===== src/rtl/multicycle_control.sv =====
// multicycle_control: FSM controller for a multicycle processor datapath.
// Sequences FETCH -> DECODE -> EXEC -> (MEM) -> (WB) -> FETCH, drives the
// datapath strobes, tracks memory-acknowledge waits with a timeout, and
// counts retired instructions.
//
// Ports
//   clock, reset       : clock and synchronous active-high reset
//   op                 : instruction-register opcode, captured in DECODE
//   imem_ack, dmem_ack : instruction / data memory acknowledges
//   cond               : branch condition from the ALU (used in EXEC)
//   imem_req, dmem_req : memory request strobes
//   dmwe               : data-memory write enable
//   pc_we, ir_we       : PC / instruction-register write enables
//   pc_sel             : 00 PC+1, 01 branch, 10 jump imm, 11 register
//   rwe, rdst, aluinb  : register write, port-B reads rd, ALU B is immediate
//   rwd, rlink         : write data from memory, write PC+1 to r31
//   illegal, timeout   : sticky error flags
//   state              : current FSM state (FETCH=0 .. ERR=5)
//   retired            : completed-instruction counter (wraps)
module multicycle_control #(
   parameter int unsigned OP_W    = 5,
   parameter int unsigned TIMEOUT = 16,
   parameter int unsigned RET_W   = 16
) (
   input  logic             clock,
   input  logic             reset,
   input  logic [OP_W-1:0]  op,
   input  logic             imem_ack,
   input  logic             dmem_ack,
   input  logic             cond,
   output logic             imem_req,
   output logic             dmem_req,
   output logic             dmwe,
   output logic             pc_we,
   output logic             ir_we,
   output logic [1:0]       pc_sel,
   output logic             rwe,
   output logic             rdst,
   output logic             aluinb,
   output logic             rwd,
   output logic             rlink,
   output logic             illegal,
   output logic             timeout,
   output logic [2:0]       state,
   output logic [RET_W-1:0] retired
);

   // Wait counter only has to reach TIMEOUT-1 before the FSM gives up.
   localparam int unsigned WAIT_W = $clog2(TIMEOUT);

   localparam logic [OP_W-1:0] OP_R    = OP_W'(0);
   localparam logic [OP_W-1:0] OP_J    = OP_W'(1);
   localparam logic [OP_W-1:0] OP_BNE  = OP_W'(2);
   localparam logic [OP_W-1:0] OP_JAL  = OP_W'(3);
   localparam logic [OP_W-1:0] OP_JR   = OP_W'(4);
   localparam logic [OP_W-1:0] OP_ADDI = OP_W'(5);
   localparam logic [OP_W-1:0] OP_BLT  = OP_W'(6);
   localparam logic [OP_W-1:0] OP_SW   = OP_W'(7);
   localparam logic [OP_W-1:0] OP_LW   = OP_W'(8);

   localparam logic [1:0] PC_INC = 2'b00;
   localparam logic [1:0] PC_BR  = 2'b01;
   localparam logic [1:0] PC_JMP = 2'b10;
   localparam logic [1:0] PC_REG = 2'b11;

   typedef enum logic [2:0] {
      S_FETCH  = 3'd0,
      S_DECODE = 3'd1,
      S_EXEC   = 3'd2,
      S_MEM    = 3'd3,
      S_WB     = 3'd4,
      S_ERR    = 3'd5
   } state_t;

   state_t             state_q, state_d;
   logic [OP_W-1:0]    op_q;
   logic [WAIT_W-1:0]  wait_q;
   logic [RET_W-1:0]   retired_q;
   logic               illegal_q, timeout_q;
   logic               illegal_set, timeout_set;
   logic               wait_max;
   logic               in_instr;
   logic               retire;

   function automatic logic op_legal(input logic [OP_W-1:0] o);
      logic ok;
      ok = 1'b0;
      case (o)
         OP_R, OP_J, OP_BNE, OP_JAL, OP_JR,
         OP_ADDI, OP_BLT, OP_SW, OP_LW: ok = 1'b1;
         default:                       ok = 1'b0;
      endcase
      return ok;
   endfunction

   assign wait_max = (wait_q == WAIT_W'(TIMEOUT - 1));

   // Phases after DECODE in which op_q describes the current instruction.
   assign in_instr = (state_q == S_EXEC) || (state_q == S_MEM) || (state_q == S_WB);

   // An instruction retires whenever one of its late phases hands back to FETCH.
   assign retire = in_instr && (state_d == S_FETCH);

   // Next-state and strobe decode.
   always_comb begin
      state_d     = state_q;
      illegal_set = 1'b0;
      timeout_set = 1'b0;
      imem_req    = 1'b0;
      dmem_req    = 1'b0;
      dmwe        = 1'b0;
      pc_we       = 1'b0;
      ir_we       = 1'b0;
      pc_sel      = PC_INC;
      rwe         = 1'b0;
      rwd         = 1'b0;
      rlink       = 1'b0;

      case (state_q)
         S_FETCH: begin
            imem_req = 1'b1;
            if (imem_ack) begin
               ir_we   = 1'b1;
               pc_we   = 1'b1;
               pc_sel  = PC_INC;
               state_d = S_DECODE;
            end else if (wait_max) begin
               timeout_set = 1'b1;
               state_d     = S_ERR;
            end
         end

         S_DECODE: begin
            if (op_legal(op)) begin
               state_d = S_EXEC;
            end else begin
               illegal_set = 1'b1;
               state_d     = S_ERR;
            end
         end

         S_EXEC: begin
            case (op_q)
               OP_R, OP_ADDI, OP_JAL: state_d = S_WB;
               OP_LW, OP_SW:          state_d = S_MEM;
               OP_J: begin
                  pc_we   = 1'b1;
                  pc_sel  = PC_JMP;
                  state_d = S_FETCH;
               end
               OP_JR: begin
                  pc_we   = 1'b1;
                  pc_sel  = PC_REG;
                  state_d = S_FETCH;
               end
               OP_BNE, OP_BLT: begin
                  pc_we   = cond;
                  pc_sel  = PC_BR;
                  state_d = S_FETCH;
               end
               default: state_d = S_ERR;
            endcase
         end

         S_MEM: begin
            dmem_req = 1'b1;
            dmwe     = (op_q == OP_SW);
            if (dmem_ack) begin
               state_d = (op_q == OP_LW) ? S_WB : S_FETCH;
            end else if (wait_max) begin
               timeout_set = 1'b1;
               state_d     = S_ERR;
            end
         end

         S_WB: begin
            rwe = 1'b1;
            rwd = (op_q == OP_LW);
            if (op_q == OP_JAL) begin
               rlink  = 1'b1;
               pc_we  = 1'b1;
               pc_sel = PC_JMP;
            end
            state_d = S_FETCH;
         end

         S_ERR: state_d = S_ERR;

         default: state_d = S_ERR;
      endcase
   end

   // Operand-select lines held for the whole of the instruction after DECODE.
   always_comb begin
      aluinb = 1'b0;
      rdst   = 1'b0;
      if (in_instr) begin
         aluinb = (op_q == OP_ADDI) || (op_q == OP_LW) || (op_q == OP_SW);
         rdst   = (op_q == OP_SW) || (op_q == OP_BNE) || (op_q == OP_BLT) || (op_q == OP_JR);
      end
   end

   // State register, opcode capture, wait counter, retire counter and flags.
   always_ff @(posedge clock) begin
      if (reset) begin
         state_q   <= S_FETCH;
         op_q      <= '0;
         wait_q    <= '0;
         retired_q <= '0;
         illegal_q <= 1'b0;
         timeout_q <= 1'b0;
      end else begin
         state_q <= state_d;
         if (state_q == S_DECODE) begin
            op_q <= op;
         end
         // Staying in FETCH/MEM implies the ack has not arrived yet.
         if (state_d != state_q) begin
            wait_q <= '0;
         end else if ((state_q == S_FETCH) || (state_q == S_MEM)) begin
            wait_q <= wait_q + WAIT_W'(1);
         end
         if (retire) begin
            retired_q <= retired_q + RET_W'(1);
         end
         if (illegal_set) begin
            illegal_q <= 1'b1;
         end
         if (timeout_set) begin
            timeout_q <= 1'b1;
         end
      end
   end

   assign state   = state_q;
   assign retired = retired_q;
   assign illegal = illegal_q;
   assign timeout = timeout_q;

endmodule


===== config.mk =====
export PLATFORM = sky130hd
export DESIGN_NAME = multicycle_control
export DESIGN_NICKNAME = d
export VERILOG_FILES = /design/src/rtl/multicycle_control.sv
export SDC_FILE = /design/constraint.sdc
export NUM_CORES = 1
export LEC_CHECK = 0
export CORE_UTILIZATION = 50
export CTS_CLUSTER_SIZE = 20
export DETAILED_ROUTE_END_ITERATION = 10
export PLACE_DENSITY = 0.85
export SKIP_CTS_REPAIR_TIMING = 1
export SLEW_MARGIN = 10
export SYNTH_ARGS = -nofsm -noshare
export SYNTH_HDL_FRONTEND = slang
export SYNTH_SLANG_ARGS = --single-unit

===== constraint.sdc =====
create_clock -name clock -period 6.8 [get_ports clock]
set_clock_uncertainty 0.2 [all_clocks]
set_input_delay 0.68 -clock clock [delete_from_list [all_inputs] [get_ports clock]]
set_output_delay 0.68 -clock clock [all_outputs]
set_load 0.05 [all_outputs]

==> flow_metrics.py <==
metrics = {
    "hold_path": {
        "hold_class": "flop to flop",
    },
    "placed_design": {
        "dp_slack_ns": 3.43,
        "post_dp_cell_area_sq_mm": 0.00217,
        "io_buffers": 42,
        "place_inst": 290,
        "hpwl_um": 2820,
        "gp_congestion": 0.810,
    },
    "drt": {
        "wl_per_cell_um": 13.8,
        "drt_iter0_markers": 209,
        "ant_nets": 0,
        "vias": 1792,
        "wl_um": 4120,
        "firstDrtPassIters": 4,
        "drc": 0,
        "vias_per_cell": 6.01,
    },
    "floorplan": {
        "initial_utilization_pct": 52.9,
        "die_h_um": 61.9,
        "fp.dieW_um": 61.9,
        "rows": 21,
        "dieArea_sq_mm": 0.00383,
        "coreArea_sq_mm": 0.00339,
        "pin_count": 43,
    },
    "sta": {
        "fmax_mhz": 266,
        "fin_hold_ws_ns": 0.294,
        "fin_tns_setup_ns": 0,
        "min_period_over_period_pct": 55.3,
        "slew_headroom_pct": 36.8,
        "setup_viol": 0,
        "fin_crit_ns": 3.76,
        "tightestPinTransition_ns": 0.946,
        "drv_slew": 0,
        "fin_ws_ns": 3.04,
        "hold_viol": 0,
        "grt_setup_unrepaired": "false",
    },
    "critical_path": {
        "cp-endpoint": "pc_we",
        "crit_path_cell_trace": "or3b_2, mux2i_1, nand3b_1, a21oi_1, a311o_1, clkdlybuf4s50_1",
        "path_class": "flop to primary output",
        "reg2reg_slack_ns": 4.05,
        "r2r-end": "retired[4]",
        "cp-end-kind": "primary output",
        "arrival_ns": 2.88,
        "r2r-start": "state[1]",
        "reg2reg_depth": 5,
        "crit_fanout": 14,
        "critical_path_required_ns": 5.92,
        "slowest_delay_ns": 0.79,
        "crit_path_start": "state[2]",
        "start_kind": "flop",
        "worst_path_max_delay_cell": "clkdlybuf4s50_1",
    },
    "clocking": {
        "clkSinkCount": 30,
        "cts_root_buf": "clkbuf_4",
        "htreeDepth": 2,
        "worstSkewPairLatency_ns": 0.34,
        "ctsLongestPathBuffers": 2,
        "cts_tree": "built",
        "clk_pin_slew_worst_paths_ns": 0.10,
        "numCtsBuffers": 5,
    },
    "logic_synthesis": {
        "yosysWarningCount": 0,
        "synth_top_area_share_pct": 33.5,
        "synth_xor_area_share_pct": 1.47,
        "synth_top_cell_by_area": "dfxtp_1",
        "synthDistinctLibCells": 49,
        "synth.mux.area_fraction_pct": 3.91,
        "synthSimpleGateAreaFrac_pct": 30.4,
        "syn-num-nets": 234,
        "synth_area_sq_mm": 0.00179,
        "synthAdderAreaFrac_pct": 1.40,
        "ys_seq_elements": 30,
        "yosys-top-cells-area": "dfxtp_1 34%, a21oi_1 5.9%, o31ai_1 5.9%",
        "synth_compound_area_share_pct": 22.8,
        "syn_area_per_cell_sq_um": 8.07,
        "async_reset_ff_share_pct": 0,
        "ys_seq_area_share_pct": 33.5,
        "syn_inst": 222,
        "synth_top_family_by_area": "simple AND/OR/NAND/NOR gates",
        "ys.flop_type": "dfxtp_1",
        "synth_edf_count": 0,
    },
    "final_layout": {
        "diodes": 0,
        "fin_util_pct": 66.0,
        "fin_nets": 263,
        "layout.cells.non_filler": 298,
        "n_fill_cell": 295,
        "syn2layout_area_growth_pct": 24.9,
        "finish.instance_area_sq_mm": 0.00224,
        "layout-drive-gt1-share_pct": 5.56,
    },
    "pwr": {
        "peakVddDrop_mv": 0.120,
        "finalPower_uw": 406,
        "power.density_mw_per_mm2": 181,
        "power_leakage_nw": 0.746,
    },
    "grt": {
        "grt_pass1_wl_um": 6640,
        "grt_start_max_net_pins": 33,
        "antenna_found_initial": 0,
        "grtUsageTotal_pct": 23.7,
        "grt_pass1_vias": 1450,
        "grt-ovfl-total": 0,
    },
    "outcome": {
        "outcome": "complete, no violations",
    },
    "flow_run": {
        "drv_cap": 0,
    },
}
where the power goes:
group / switching (mW) / internal, mW / total (mW)
combinational: 0.0586 / 0.0364 / 0.0950
sequential: 0.0134 / 0.182 / 0.196
clock: 0.0651 / 0.0496 / 0.115
layer usage:
| layer | GRT usage [%] | share of wire (%) | vias to the layer above |
|---|---|---|---|
| li1 | - | - | 905 |
| met2 | 35.2 | 45 | 62 |
| met1 | 33.0 | 48 | 818 |
| met5 | 0 | 0 | - |
| met3 | 5.18 | 5.8 | 7 |
| met4 | 10.2 | 1.4 | 0 |
cells by family after synthesis:
kind of cell | count (synthesis)
adder cells (fa/ha/maj) | 2
buffers and inverters | 26
multiplexers | 7
AO/OA/AOI/OAI | 62
XOR/XNOR | 3
AND/OR/NAND/NOR | 92
flip-flops | 30
cell type report:
class | count | area (sq um) | area share [%]
Multi-Input combinational cell | 166 | 1070 | 48.0
Sequential cell | 30 | 601 | 26.8
Timing Repair Buffer | 42 | 420 | 18.8
Tap cell | 46 | 57.6 | 2.57
Clock buffer | 6 | 51.3 | 2.29
Inverter | 6 | 22.5 | 1.01
Clock inverter | 2 | 12.5 | 0.559
how the worst min path moves through the flow:
stage                startpoint           to  cells after the start
global placement    retired[15]  retired[15]                      2
CTS                 retired[15]  retired[15]                      2
finish              retired[15]  retired[15]                      2
global route            illegal      illegal                      2
detailed placement  retired[15]  retired[15]                      2
floorplan               op_q[3]      op_q[3]                      2
sequential cells by signal, summed over array words and instances (netlist names):
name and flops:
wait_q 4, timeout 1, illegal 1, retired 16, op_q 5, state 3
cells in the final DEF (no fill, tap or decap), drive strengths merged, types with 3 or more instances in the layout:
cell	n
nand3b	3
a21oi	21
nand3	10
nor4	4
nor3b	3
nor2	15
o31ai	14
inv	6
clkdlybuf4s50	42
or4	13
o21ai	9
dfxtp	30
nand2	10
mux2i	7
or3	3
and3	8
nand4	5
clkbuf	6
nor3	8
Yosys cell counts (2+ instances only):
library cell	count
a211oi_1	2
a21oi_1	21
a311oi_1	2
a31oi_1	2
and3_1	8
buf_2	7
clkbuf_1	11
dfxtp_1	30
ha_1	2
inv_1	6
mux2i_1	7
nand2_1	10
nand3_1	10
nand3b_1	3
nand4_1	5
nor2_1	15
nor3_1	8
nor3b_1	2
nor4_1	4
o21a_1	2
o21ai_0	9
o31ai_1	14
or3_1	3
or4_1	13
xor2_1	2
worst max-delay path: cells and delay by family, from the launching register on:
family | cells | cell delay, ns
DFF | 1 | 0.58
buffers and inverters | 1 | 0.79
and+or+nand+nor | 2 | 0.65
AOI/OAI and AO/OA | 2 | 0.34
muxes | 1 | 0.17
(Power assumes the default switching activity.)
